### src/rtl/serv_ram32_resp.sv
// serv_ram32_resp
// Responder end of the RAM32 port holding the SERV register file. DEPTH x 32
// synchronous memory with byte-lane write enables and a registered 1-cycle
// read. After reset an optional zero-fill sweep runs with o_ready held low.
//
// Optional feature macro: RAM32_PARITY_EN
//   defined   -> 4 even-parity bits per word, checked on every read, o_par_err
//   undefined -> no parity storage, o_par_err tied 0
//
// Ports:
//   i_clk       clock, rising edge
//   i_rst_n     asynchronous active-low reset
//   i_ram_addr  word address (modulo DEPTH)
//   i_ram_din   write data
//   i_ram_we    byte-lane write enables; all zero with i_ram_en = read
//   i_ram_en    access strobe, honoured only while o_ready is high
//   o_ram_dout  registered read data
//   o_ready     high once the block accepts accesses
//   o_par_err   registered parity error, aligned with o_ram_dout
module serv_ram32_resp #(
   parameter int unsigned DEPTH          = 32,
   parameter int unsigned ADDR_W         = $clog2(DEPTH),
   parameter bit          CLEAR_ON_RESET = 1'b1
) (
   input  logic              i_clk,
   input  logic              i_rst_n,
   input  logic [ADDR_W-1:0] i_ram_addr,
   input  logic [31:0]       i_ram_din,
   input  logic [3:0]        i_ram_we,
   input  logic              i_ram_en,
   output logic [31:0]       o_ram_dout,
   output logic              o_ready,
   output logic              o_par_err
);

   typedef enum logic {StClear, StRun} state_e;

   localparam state_e            RstState = CLEAR_ON_RESET ? StClear : StRun;
   localparam logic [ADDR_W-1:0] LastAddr = ADDR_W'(DEPTH - 1);

   state_e            r_state, w_state_next;
   logic [ADDR_W-1:0] r_cnt, w_cnt_next;
   logic              r_ready, w_ready_next;
   logic [31:0]       r_dout;

   logic [3:0]        w_mem_we;
   logic [ADDR_W-1:0] w_mem_addr;
   logic [31:0]       w_mem_wdata;
   logic              w_rd;

   logic [31:0]       r_mem [DEPTH];

   // Next-state and memory port selection
   always_comb begin
      w_state_next = r_state;
      w_cnt_next   = r_cnt;
      w_ready_next = r_ready;
      w_mem_we     = 4'h0;
      w_mem_addr   = i_ram_addr;
      w_mem_wdata  = i_ram_din;
      w_rd         = 1'b0;
      unique case (r_state)
         StClear: begin
            // Sweep owns the array; upstream inputs are ignored
            w_mem_we    = 4'hF;
            w_mem_addr  = r_cnt;
            w_mem_wdata = 32'h0;
            w_cnt_next  = r_cnt + 1'b1;
            if (r_cnt == LastAddr) begin
               w_state_next = StRun;
               w_ready_next = 1'b1;
            end
         end
         StRun: begin
            w_ready_next = 1'b1;
            // Accesses before o_ready rises are dropped
            if (r_ready && i_ram_en) begin
               if (|i_ram_we) w_mem_we = i_ram_we;
               else           w_rd     = 1'b1;
            end
         end
      endcase
   end

   always_ff @(posedge i_clk or negedge i_rst_n) begin
      if (!i_rst_n) begin
         r_state <= RstState;
         r_cnt   <= '0;
         r_ready <= 1'b0;
         r_dout  <= 32'h0;
      end else begin
         r_state <= w_state_next;
         r_cnt   <= w_cnt_next;
         r_ready <= w_ready_next;
         if (w_rd) r_dout <= r_mem[i_ram_addr];
      end
   end

   // Array has no reset; writes are suppressed while reset is held
   always_ff @(posedge i_clk) begin
      for (int b = 0; b < 4; b++) begin
         if (i_rst_n && w_mem_we[b]) r_mem[w_mem_addr][8*b +: 8] <= w_mem_wdata[8*b +: 8];
      end
   end

`ifdef RAM32_PARITY_EN
   logic [3:0] r_par [DEPTH];
   logic [3:0] w_wpar;
   logic [3:0] w_rpar;
   logic [31:0] w_rword;
   logic        r_par_err;

   assign w_rword = r_mem[i_ram_addr];

   always_comb begin
      for (int b = 0; b < 4; b++) begin
         w_wpar[b] = ^w_mem_wdata[8*b +: 8];
         w_rpar[b] = ^w_rword[8*b +: 8];
      end
   end

   always_ff @(posedge i_clk) begin
      for (int b = 0; b < 4; b++) begin
         if (i_rst_n && w_mem_we[b]) r_par[w_mem_addr][b] <= w_wpar[b];
      end
   end

   // Pulses for exactly the cycle the checked data is presented
   always_ff @(posedge i_clk or negedge i_rst_n) begin
      if (!i_rst_n) r_par_err <= 1'b0;
      else          r_par_err <= w_rd && (w_rpar != r_par[i_ram_addr]);
   end

   assign o_par_err = r_par_err;
`else
   assign o_par_err = 1'b0;
`endif

   assign o_ram_dout = r_dout;
   assign o_ready    = r_ready;

endmodule

### config.mk
export PLATFORM = sky130hd
export DESIGN_NAME = serv_ram32_resp
export DESIGN_NICKNAME = d
export VERILOG_FILES = /design/src/rtl/serv_ram32_resp.sv
export SDC_FILE = /design/constraint.sdc
export NUM_CORES = 1
export LEC_CHECK = 0
export ABC_AREA = 1
export CAP_MARGIN = 20
export CORE_MARGIN = 1
export CORE_UTILIZATION = 50
export DETAILED_ROUTE_END_ITERATION = 10
export GPL_ROUTABILITY_DRIVEN = 0
export PLACE_DENSITY = 0.66
export SLEW_MARGIN = 40
export SYNTH_ARGS = -nofsm -noshare
export SYNTH_HDL_FRONTEND = slang
export SYNTH_SLANG_ARGS = --single-unit
### constraint.sdc
create_clock -name i_clk -period 2.4 [get_ports i_clk]
set_input_delay 0.48 -clock i_clk [delete_from_list [all_inputs] [get_ports i_clk]]
set_output_delay 0.48 -clock i_clk [all_outputs]
set_load 0.01 [all_outputs]
Yosys cells after proc, flatten, opt, wreduce, memory -nomap -nowiden
Memory sizes are Yosys's and may differ from the RTL's. A register that Yosys moved wholly into a read port is not among the register bits.
Cells that the tools add are included.
W data, S select, Z words.
Word-level totals
  register bits after elaboration: 7
  bits in writable memories: 1024
  bits of input ports: 44
  word-level logic and storage cells: 35
  memories: 1
Memory list
  r_mem: depth 32, bits a word 32, read ports 1, clocked after memory_dff 1, wr ports 1, line 51  | logic [31:0] r_mem [DEPTH];
Cells by class
  add/sub/neg operators: 1
  equal/unequal tests: 2
  muxes and demuxes: 20
  bitwise gates (word level): 1
  reduce and logical (&&, ||, !) cells: 7
Operators by type and width (count)
  $mux W32: 1
  $mux W1: 14
  $mux W4: 2
  $pmux W4 S2: 1
  $add A5 B1 Y5 const B: 1
  $eq A5 B5 Y1 const B: 1
  $logic_and A1 B1 Y1: 5
  $mux W5: 1
  $reduce_or A4 Y1: 1
  $ne A2 B2 Y1 const B: 1
  $pmux W1 S2: 1
  $logic_not A1 Y1: 1
  $not A1 Y1: 1

Longest topological paths before layout
  depth in word-level cells: 7
  depth in mapped cells: 12

Worst setup path after synthesis
No wires, ideal clock.
  path type: input-to-reg
  start point: in i_ram_addr[0]
  end point: mem r_mem[5][0] (enable)
  arrival time: 1.783 ns
  required time: 2.030 ns
  setup slack: 0.247 ns
  stages on the path: 8
  path through: buf_4 inv_4 buf_2 a21oi_2 inv_1 nor2_2 nand2_1 nor2_1
Between the ends
  cells in the longest elaborated chain, start to end: 1
Ends and longest elaborated chain
  start, declared: line 27  | input logic [ADDR_W-1:0] i_ram_addr,
  $mux W5: line 62  | unique case (r_state)
  end, declared: line 51
No other way between the ends.

Worst setup path in the final report
  start point: reg r_state
  end point: mem r_mem[1][12] (enable)
Between the ends
  cells in the longest elaborated chain, start to end: 5
  elaborated cells on any way between the ends: 6
  classes of those cells: mux (4); bitwise (1); reduce/logical (1)
Ends and longest elaborated chain
  start, declared: line 41  | state_e r_state, w_state_next;
  start signal, assigned: line 87  | r_state <= RstState;
  start signal, assigned: line 92  | r_state <= w_state_next;
  $not A1 Y1
  $pmux W4 S2: line 62
  $logic_and A1 B1 Y1: line 102  | if (i_rst_n && w_mem_we[b]) r_mem[w_mem_addr][8*b +: 8] <= w_mem_wdata[8*b +: 8];
  $mux W1: line 102
  $mux W1 (not written as such): line 102
Several ways; a longest one is shown, not always the timed one.

==> summary.md <==
| Metric | Value |
|---|---|
| Number of iterations in the first detailed-routing pass | `6` |
| #FFs+latches synth | `1063` |
| Maximum achievable frequency | `approximately 430 MHz` |
| Post-synthesis instance total | `3808` |
| Final worst setup slack | `0.09547 ns` |
| Maximum number of pins on one net before global-route repair | `about 110` |
| Category of the most critical setup path | `reg -> reg` |
| Wire length of the first global-routing pass | `172.7 mm` |
| Measured slew at the worst slew-check pin | `between 0.8 and 0.9 ns` |
| Endpoint required time on the critical path | `2.74 ns` |
| Cell type contributing the most total cell area after synthesis | `sky130_fd_sc_hd__edfxtp_1` |
| Worst Reg-to-Reg Cells | `9` |
| Synthesized area divided by synthesized cell count | `11.44 um^2` |
| CTS tree | `done` |
| X dimension of the die | `297.1 um` |
| Ratio of cells with drive above 1 in the final layout | `11.54%` |
| Top cell type's share of synthesized area | `70.60%` |
| Global router's overall resource usage | `26.08%` |
| Initial Util | `50.83%` |
| Longest Clk Path Bufs | `3` |
| Routed wire length per instance | `approximately 22 um` |
| Antenna diodes | `0` |
| Number of I/O port buffers | `76` |
| Total number of vias | `29140` |
| Root Buffer Master | `sky130_fd_sc_hd__clkbuf_16` |
| Number of maximum-capacitance violations | `0` |
| Kind of path behind the tightest hold check | `in -> async` |
| Floorplan row count | `107` |
| Sinks on Clock Net | `1063` |
| Total power per unit cell area | `767.8 nW/um^2` |
| Worst vdd rail ir drop | `just under 0.6 mV` |
| Dominant cells by area after synthesis | `sky130_fd_sc_hd__edfxtp_1 71%, sky130_fd_sc_hd__nand2_1 12%, sky130_fd_sc_hd__nand3_1 10%, sky130_fd_sc_hd__dfrtp_1 2.2%, sky130_fd_sc_hd__nor2_1 1.2%` |
| Setup repair after global routing missed its margin | `no` |
| Number of design-rule violations left by the first detailed-router iteration | `3271` |
| Number of standard cells in the layout, taps in and fillers out | `5278` |
| Crit share post-route | `96.02%` |
| Antenna violation net count after detailed routing | `0` |
| Num ports | `78` |
| Worst max-slew margin expressed relative to the limit | `between 40% and 50%` |
| Syn-to-layout area delta | `16.47%` |
| DP HPWL | `71.37 mm` |
| Critical path launch point type | `flip-flop` |
| Number of distinct library cells after synthesis | `24` |
| Final Max Tran Viols | `0` |
| Final Hold Vio Count | `0` |
| Yosys synthesis warning count | `0` |
| Total routed wirelength | `approximately 120 mm` |
| Die Span Y | `297.1 um` |
| Aggregate negative setup slack | `0 ns` |
| Static Leak | `19.00 nW` |
| Number of clock buffers inserted by TritonCTS | `102` |
| Clock Skews | `approximately 0.021 ns` |
| Tightest hold margin | `roughly 0.082 ns` |
| Final #Nets | `between 4000 and 5000` |
| DRC | `0` |
| Number of buffers inserted for hold repair after clock tree synthesis | `0` |
| Worst Setup Slack post-DPL | `-0.01655 ns` |
| Combined area of all synthesized cells | `43550 um^2` |
| Post-layout min period | `2.305 ns` |
| # H-tree levels | `3` |
| Biggest fanout along the worst timing path | `14` |
| Share of synthesized area occupied by flip-flops and latches | `72.84%` |
| Result of the run | `completed` |
| Count of endpoints failing setup in the final report | `0` |
| Vias per Instance | `5.520` |
| Synthesized net count | `just under 4000` |
| Endpoint class of the critical path | `flip-flop` |
| Critical path data arrival time | `2.65 ns` |
| Skew-Pair Late Insertion Delay | `roughly 0.65 ns` |
| Antenna violations before repair | `2` |
| Area of the die | `about 90000 um^2` |
| Clock slew at the register clock pins of the worst setup and hold paths | `0.07 ns` |
| DP Cell Count | `5086` |
| Leftover overflow at the end of global routing | `0` |
| Via count of the first global-routing pass | `28170` |
| Core Box Area | `around 86000 um^2` |
-- per-stage QoR --
stage          instance area, um^2  total power [mW]  utilization (%)
6_report                     50730             38.95            59.20
5_1_grt                      50730             40.06            59.20
3_3_place_gp                 47390             23.52            55.31
4_1_cts                      50700             39.15            59.17
2_1_floorplan                43550             22.34                -
3_5_place_dp                 47390             23.55            55.31
-- what timing repair did --
| item | in CTS | in global routing |
|---|---|---|
| setup endpoints to repair | 0 | 234 |
| hold endpoints to repair | 0 | 0 |
| setup buffers | 0 | 3 |
| resized for setup | 0 | 2 |
-- state kept, by name (all words and copies together), names as in the netlist --
register	flops
o_ram_dout	32
o_ready	1
r_cnt	5
r_mem	1024
r_state	1
-- power breakdown --
group / switching [mW] / total (mW) / internal, mW
Combinational: 1.83 / 2.69 / 0.858
Clock: 6.64 / 15.8 / 9.14
Sequential: 0.0619 / 20.5 / 20.4
Total: 8.54 / 38.9 / 30.4
-- path summary, 6_finish.rpt --
| kind | from | end | slack, ns |
|---|---|---|---|
| max | r_state | r_mem[1][12] | 0.1 |
| min | i_rst_n | o_ram_dout[22] | 0.08 |
| max reg2reg | r_state | r_mem[1][12] | 0.1 |
| min reg2reg | o_ram_dout[29] | o_ram_dout[29] | 0.48 |
| max in group asynchronous | i_rst_n | r_state | 1.47 |
| min in group i_clk | o_ram_dout[29] | o_ram_dout[29] | 0.48 |
-- synth_stat cells, drive strengths merged --
library cell  number
a21boi             1
a21oi              2
buf              172
clkbuf            71
conb               1
dfrtp             39
edfxtp          1024
ha                 2
inv               48
nand2           1427
nand3            866
nor2             143
nor3               1
o21ai              6
or2                2
xnor2              1
xor2               2
-- worst max-delay path: stages (launching register included) --
cell and delay [ns]:
sky130_fd_sc_hd__dfrtp_2 0.51, sky130_fd_sc_hd__buf_4 0.18, sky130_fd_sc_hd__a21oi_2 0.14, sky130_fd_sc_hd__inv_1 0.06, sky130_fd_sc_hd__buf_4 0.13, sky130_fd_sc_hd__nor2_1 0.24, sky130_fd_sc_hd__nand2_1 0.17, sky130_fd_sc_hd__buf_4 0.20
sky130_fd_sc_hd__nor2_1 0.16, sky130_fd_sc_hd__buf_4 0.20
-- cells in the final DEF, fill, tap and decap left out, drive strengths merged, types with 2 or more instances in the layout --
cell type / n
clkbuf: 148
bufinv: 7
xor2: 2
a21oi: 2
buf: 310
edfxtp: 1024
clkinv: 26
or2: 2
nand3: 866
nand2: 1427
clkdlybuf4s50: 70
ha: 2
inv: 49
nor2: 143
dfrtp: 39
clkinvlp: 7
o21ai: 6
-- metal layers --
layer	global-route usage (%)	vias to the layer above	routed length, um
met5	0	-	9
met2	41.45	1339	53660
met1	36.65	13930	48510
met4	8.849	2	3483
li1	-	13670	-
met3	4.324	194	9844
-- cell type report --
| cell class | instances | area [um^2] |
|---|---|---|
| fill | 6873 | 34950 |
| sequential | 1063 | 31730 |
| multi-input combinational | 2454 | 10390 |
| timing repair buffer | 380 | 3661 |
| clock buffer | 148 | 2899 |
| tap | 1144 | 1431 |
| clock inverter | 41 | 407.9 |
| inverter | 48 | 211.5 |
-- cells by family (layout without fill, tap and decap cells) --
family | after synthesis | count (layout) | synth area share (%)
flops | 1063 | 1063 | 72.84
other cells | 1 | 1 | 0.008610
xor+xnor | 3 | 3 | 0.06034
buf+inv | 291 | 617 | 3.341
simple gates | 2439 | 2439 | 23.57
fa+ha+maj | 2 | 2 | 0.05745
compound gates | 9 | 9 | 0.1264
No activity file was read; power rests on OpenSTA's default activity.
